**config.mk**
```make
export PLATFORM = sky130hd
export DESIGN_NAME = stream_join
export DESIGN_NICKNAME = d
export VERILOG_FILES = /design/src/rtl/stream_join.sv
export SDC_FILE = /design/constraint.sdc
export NUM_CORES = 1
export LEC_CHECK = 0
export CAP_MARGIN = 30
export CORE_UTILIZATION = 39
export CTS_CLUSTER_SIZE = 28
export DETAILED_ROUTE_END_ITERATION = 8
export PLACE_DENSITY = 0.67
export SYNTH_ARGS = -nofsm -noshare
export SYNTH_HDL_FRONTEND = slang
export SYNTH_SLANG_ARGS = --single-unit
```
**constraint.sdc**
```tcl
create_clock -name clk -period 2 [get_ports clk]
set_clock_uncertainty 0.05 [all_clocks]
set_input_delay 0.4 -clock clk [delete_from_list [all_inputs] [get_ports clk]]
set_output_delay 0.4 -clock clk [all_outputs]
set_load 0.005 [all_outputs]
```
**src/rtl/stream_join.sv**
```systemverilog
// Joins one B beat with one C beat into a registered {C,B} output beat, 2 cycles after a joint handshake.
// A branch's ready drops while its slot waits for the partner, or while a full pair is stalled behind d_ready.
module stream_join #(
  parameter int DATA_BW = 8,
  parameter int CNT_BW  = 16
) (
  input  logic                 clk,
  input  logic                 rst_n,
  input  logic                 b_valid,
  input  logic [DATA_BW-1:0]   b_data,
  output logic                 b_ready,
  input  logic                 c_valid,
  input  logic [DATA_BW-1:0]   c_data,
  output logic                 c_ready,
  output logic                 d_valid,
  output logic [2*DATA_BW-1:0] d_data,
  input  logic                 d_ready,
  output logic [CNT_BW-1:0]    join_cnt
);

  logic                 b_full_q, b_full_d;
  logic [DATA_BW-1:0]   b_buf_q, b_buf_d;
  logic                 c_full_q, c_full_d;
  logic [DATA_BW-1:0]   c_buf_q, c_buf_d;
  logic                 d_valid_q, d_valid_d;
  logic [2*DATA_BW-1:0] d_data_q, d_data_d;
  logic [CNT_BW-1:0]    join_cnt_q, join_cnt_d;

  logic out_free, join_fire, b_fire, c_fire, d_fire;

  assign out_free  = !d_valid_q || d_ready;
  assign join_fire = b_full_q && c_full_q && out_free;
  // A full slot can refill in the same cycle its contents move to the output.
  assign b_ready   = !b_full_q || join_fire;
  assign c_ready   = !c_full_q || join_fire;
  assign b_fire    = b_valid && b_ready;
  assign c_fire    = c_valid && c_ready;
  assign d_fire    = d_valid_q && d_ready;

  always_comb begin
    b_full_d = b_full_q;
    b_buf_d  = b_buf_q;
    if (b_fire) begin
      b_full_d = 1'b1;
      b_buf_d  = b_data;
    end else if (join_fire) begin
      b_full_d = 1'b0;
    end
  end

  always_comb begin
    c_full_d = c_full_q;
    c_buf_d  = c_buf_q;
    if (c_fire) begin
      c_full_d = 1'b1;
      c_buf_d  = c_data;
    end else if (join_fire) begin
      c_full_d = 1'b0;
    end
  end

  always_comb begin
    d_valid_d  = d_valid_q;
    d_data_d   = d_data_q;
    join_cnt_d = join_cnt_q;
    if (join_fire) begin
      d_valid_d = 1'b1;
      d_data_d  = {c_buf_q, b_buf_q};
    end else if (d_fire) begin
      d_valid_d = 1'b0;
    end
    if (d_fire) begin
      join_cnt_d = join_cnt_q + CNT_BW'(1);
    end
  end

  always_ff @(posedge clk or negedge rst_n) begin
    if (!rst_n) begin
      b_full_q   <= 1'b0;
      b_buf_q    <= '0;
      c_full_q   <= 1'b0;
      c_buf_q    <= '0;
      d_valid_q  <= 1'b0;
      d_data_q   <= '0;
      join_cnt_q <= '0;
    end else begin
      b_full_q   <= b_full_d;
      b_buf_q    <= b_buf_d;
      c_full_q   <= c_full_d;
      c_buf_q    <= c_buf_d;
      d_valid_q  <= d_valid_d;
      d_data_q   <= d_data_d;
      join_cnt_q <= join_cnt_d;
    end
  end

  assign d_valid  = d_valid_q;
  assign d_data   = d_data_q;
  assign join_cnt = join_cnt_q;

endmodule

```
Word-level counts from Yosys, hierarchy flattened. Index checks and enable logic that the tools add are counted.

Flip-flop bits (word level): 51. Input port bits: 21. Output and inout port bits: 35.

Add/subtract/negate cells: 1. Mux-type cells: 5. Reductions and logical operators: 14.

Operators by type and width (count): adder 16 x 1 -> 16 bit, second input constant (1); nonzero test 2 bit (3); logical AND 1 bit (5); 2-to-1 mux 1 bit (5); zero test 1 bit (3); logical OR 1 bit (3).

Logic depth before layout (Yosys ltp).
Word-level depth: 6. Gate-level depth with buffers: 5. Gate-level depth less buffers: 5.

Least setup slack after synthesis. No wires, ideal clock.

Kind: register -> register. Start point: register join_cnt_q[0], in the netlist join_cnt[0]. End point: register join_cnt_q[14], in the netlist join_cnt[14]. Data arrival time: 1375 ps. Setup slack: 496 ps. Stages on the path, launching flop included: 6. Path buffers: 0. Clock period less this slack: 1504 ps. Cell sequence: dfrtp_1 ha_1 nand3_1 or4_4 nor2_2 xor2_1.

Cells in the longest elaborated chain, start to end: 1.

Ends and longest elaborated chain: from (decl) (RTL line 27) `logic [CNT_BW-1:0] join_cnt_q, join_cnt_d;`; from (signal assigned) (RTL line 93) `join_cnt_q <= join_cnt_d;`; adder 16 x 1 -> 16 bit (RTL line 73) `join_cnt_d = join_cnt_q + CNT_BW'(1);`.

Every way passes these cells. A chain may end at the register's enable or synchronous reset.

Final worst setup path.
Start point: input port d_ready. End point: output port b_ready.

Cells in the longest elaborated chain, start to end: 3.

Ends and longest elaborated chain: from (decl) (RTL line 17) `input logic d_ready,`; logical OR 1 bit (RTL line 31) `assign out_free = !d_valid_q || d_ready;`; logical AND 1 bit (RTL line 32) `assign join_fire = b_full_q && c_full_q && out_free;`; logical OR 1 bit (RTL line 34) `assign b_ready = !b_full_q || join_fire;`; to (decl) (RTL line 11) `output logic b_ready,`.

Every way passes these cells.

==> metrics.md <==
| Metric | Value |
|---|---|
| Cell count after synthesis | `137` |
| Port bufs | `55` |
| Clock share of power | `22.8%` |
| Fin crit share | `97.4%` |
| Fillcell total | `407` |
| F_max | `0.514 GHz` |
| Final Hold Fails | `0` |
| Finished Cell Area | `2850 sq um` |
| Reg2reg path depth | `5` |
| Die Area | `5470 sq um` |
| Most frequent cells in the layout | `52 x clkdlybuf4s50_1, 51 x dfrtp_1, 26 x mux2_1` |
| CTS Hold Bufs | `0` |
| Final nets | `226` |
| DRC | `0` |
| Multi-input logic area | `736 sq um` |
| Clock sink count | `51` |
| Routed wire per std cell | `14.2 um` |
| Num ports | `56` |
| Hold Crit Class | `in2async` |
| Placed cell areas | `2710 sq um` |
| Int Power | `2.65 mW` |
| Mapped Nets | `159` |
| Layout cells sized above 1 | `16.1%` |
| Vias after detailed routing | `1294` |
| PnR Total Power | `3.60 mW` |
| Seq cells post-synth | `51` |
| Core area | `4850 sq um` |
| Commonest non-fill, non-tap cell in the layout | `clkdlybuf4s50_1` |
| Netlist cell types | `24` |
| Initial core utilization | `41.7%` |
| RSZ-0062 raised after global routing | `no` |
| Critical Path End Type | `primary output` |
| P_sw | `949 uW` |
| Switching share of power | `26.4%` |
| GR Overflow Total | `0` |
| TritonRoute pass-1 iters | `4` |
| Status | `finished clean` |
| Die Wd | `74.0 um` |
| GP Congestion | `0.693` |
| Worst path arrival time | `1500 ps` |
| Setup crit start kind | `primary input` |
| Reg power frac | `45.2%` |
| Total Routed Length | `3850 um` |
| Seq/Total Area, Yosys | `63.2%` |
| Later-pin clock latency in the skew report | `300 ps` |
| Top cells by area, synth | `dfrtp_1 63%, mux2_1 14%, xnor2_1 4.3%` |
| Crit Path Category | `in2out` |
| Vias/cell | `4.76` |
| Yosys top cell area share | `63.2%` |
| DR iter-0 viols | `33` |
| CTS clock-pin slew for the worst setup and hold paths | `80 ps` |
| Worst-Margin Slew | `482 ps` |
| R2r startpoint | `join_cnt[0]` |
| Final Max Slew Viols | `0` |
| Max H-tree Level | `2` |
| Power Density | `1260 nW/um^2` |
| Initial antenna violation count | `0` |
| Area added between synthesis and finish | `41.0%` |
| Minimum clock period | `1950 ps` |
| CP Max Fanout | `4` |
| Num CTS Buffers | `5` |
| GRT Util Overall | `16.4%` |
| Max-capacitance violation count | `0` |
| Row cnt | `25` |
| Final setup vio count | `0` |
| Comb power frac | `32.0%` |
| FF-to-FF End | `join_cnt[14]` |
| Ys Warns | `0` |
| Leading area contributor after synthesis | `dfrtp_1` |
| Cell area after synthesis | `2020 sq um` |
| Ant. Diodes | `0` |
| CTS tree | `yes` |
| Syn Area/Cell | `14.7 sq um` |
| Peak VDD IR | `0.592 mV` |
| Crit path required time | `1550 ps` |
| Clock root cell | `clkbuf_8` |
| Largest net degree at the start of global routing | `32` |
| DIE HEIGHT | `74.0 um` |
| Register area | `1280 sq um` |
| Final ANT Viol Nets | `0` |
| Leak pwr | `1.20 nW` |
| Rel. slew slack | `67.9%` |
| CTS max path bufs | `2` |
| Register-to-Register Setup Slack | `340 ps` |
| Global-route wire length before repair | `6730 um` |
| Post-detail-place hpwl | `2840 um` |
| Vias in the first global route | `1458` |
==> through the flow <==
| stage | hold WS [ps] | setup TNS, ps | setup slack, ps | std cells | util, % |
|---|---|---|---|---|---|
| floorplan | 54.4 | 0 | 496 | 137 | - |
| global placement | 329 | -1050 | -273 | 264 | 55.9 |
| detailed placement | 332 | -1410 | -272 | 264 | 55.9 |
| CTS | 9.13 | 0 | 18.9 | 272 | 58.8 |
| global route | 26.5 | 0 | 2.41 | 272 | 58.7 |
| finish | 5.47 | 0 | 52.8 | 272 | 58.7 |
==> layer usage <==
layer  share of wire (%)  routed length [um]  global-route usage, %
met5                   0                   0                      0
met4                0.49                  19                   5.13
met3                 6.4                 246                   5.83
met2                  51                1950                   27.6
met1                  42                1630                   19.8
==> how the worst max path moves through the flow <==
stage,cells after the start,start,slack (ps),endpoint
final,4,d_ready,50,b_ready
after global routing,4,d_ready,2,b_ready
after CTS,4,d_ready,20,c_ready
after detailed placement,4,d_ready,-270,c_ready
after global placement,4,d_ready,-270,c_ready
after floorplan,5,join_cnt[0],500,join_cnt[14]
==> critical path: stages <==
cell and delay (ps):
clkdlybuf4s50_1 470, and2b_4 220, o21ai_2 170, clkdlybuf4s15_1 240
==> cell type report <==
type                    instances  area share (%)
multi-input cells              83            25.8
clock inverters                 2            2.11
flip-flops and latches         51            44.8
repair buffers                 61            21.5
well taps                      67            2.95
inverters                       2           0.264
clock buffers                   6            2.55
==> power by group through the flow <==
| stage | combinational [mW] | clock (mW) | sequential, mW |
|---|---|---|---|
| after floorplan | 0.453 | 0 | 1.62 |
| after global placement | 1.13 | 0 | 1.62 |
| after detailed placement | 1.17 | 0 | 1.64 |
| after CTS | 1.18 | 0.840 | 1.63 |
| after global routing | 1.27 | 0.886 | 1.68 |
| final | 1.15 | 0.819 | 1.63 |
==> repair_timing <==
item | 4_1_cts | 5_1_grt
gates resized for setup | 3 | 3
endpoints found under the hold margin | 0 | 0
pin swaps | 0 | 0
setup buffers | 0 | 0
setup endpoints to repair | 2 | 2
==> logic make-up (layout without fill, tap and decap cells) <==
family / count (synthesis) / after routing / synth area share (%)
DFF: 51 / 51 / 63.2
xor gates and xnor gates: 15 / 15 / 6.51
muxes: 33 / 33 / 18.4
and+or+nand+nor: 32 / 32 / 9.67
AOI/OAI and AO/OA: 2 / 2 / 0.868
adders and majority gates: 1 / 1 / 0.619
buffers and inverters: 3 / 71 / 0.743
==> flip-flops by register name (all words and copies together), names as in the netlist <==
name and cells:
b_buf_q 8, d_valid 1, d_data 16, c_full_q 1, b_full_q 1, c_buf_q 8, join_cnt 16
==> synth_stat cells (all sizes together) <==
cell and instances:
nor4 1, nand3 3, nor2 6, nand4 4, and3 3, nand2 9
or4 1, ha 1, inv 1, o21ai 2, dfrtp 51, clkinv 1
nor3 1, nand2b 3, xnor2 10, mux2 33, xor2 5, and2b 1
buf 1
No activity file was read; power rests on OpenSTA's default activity.
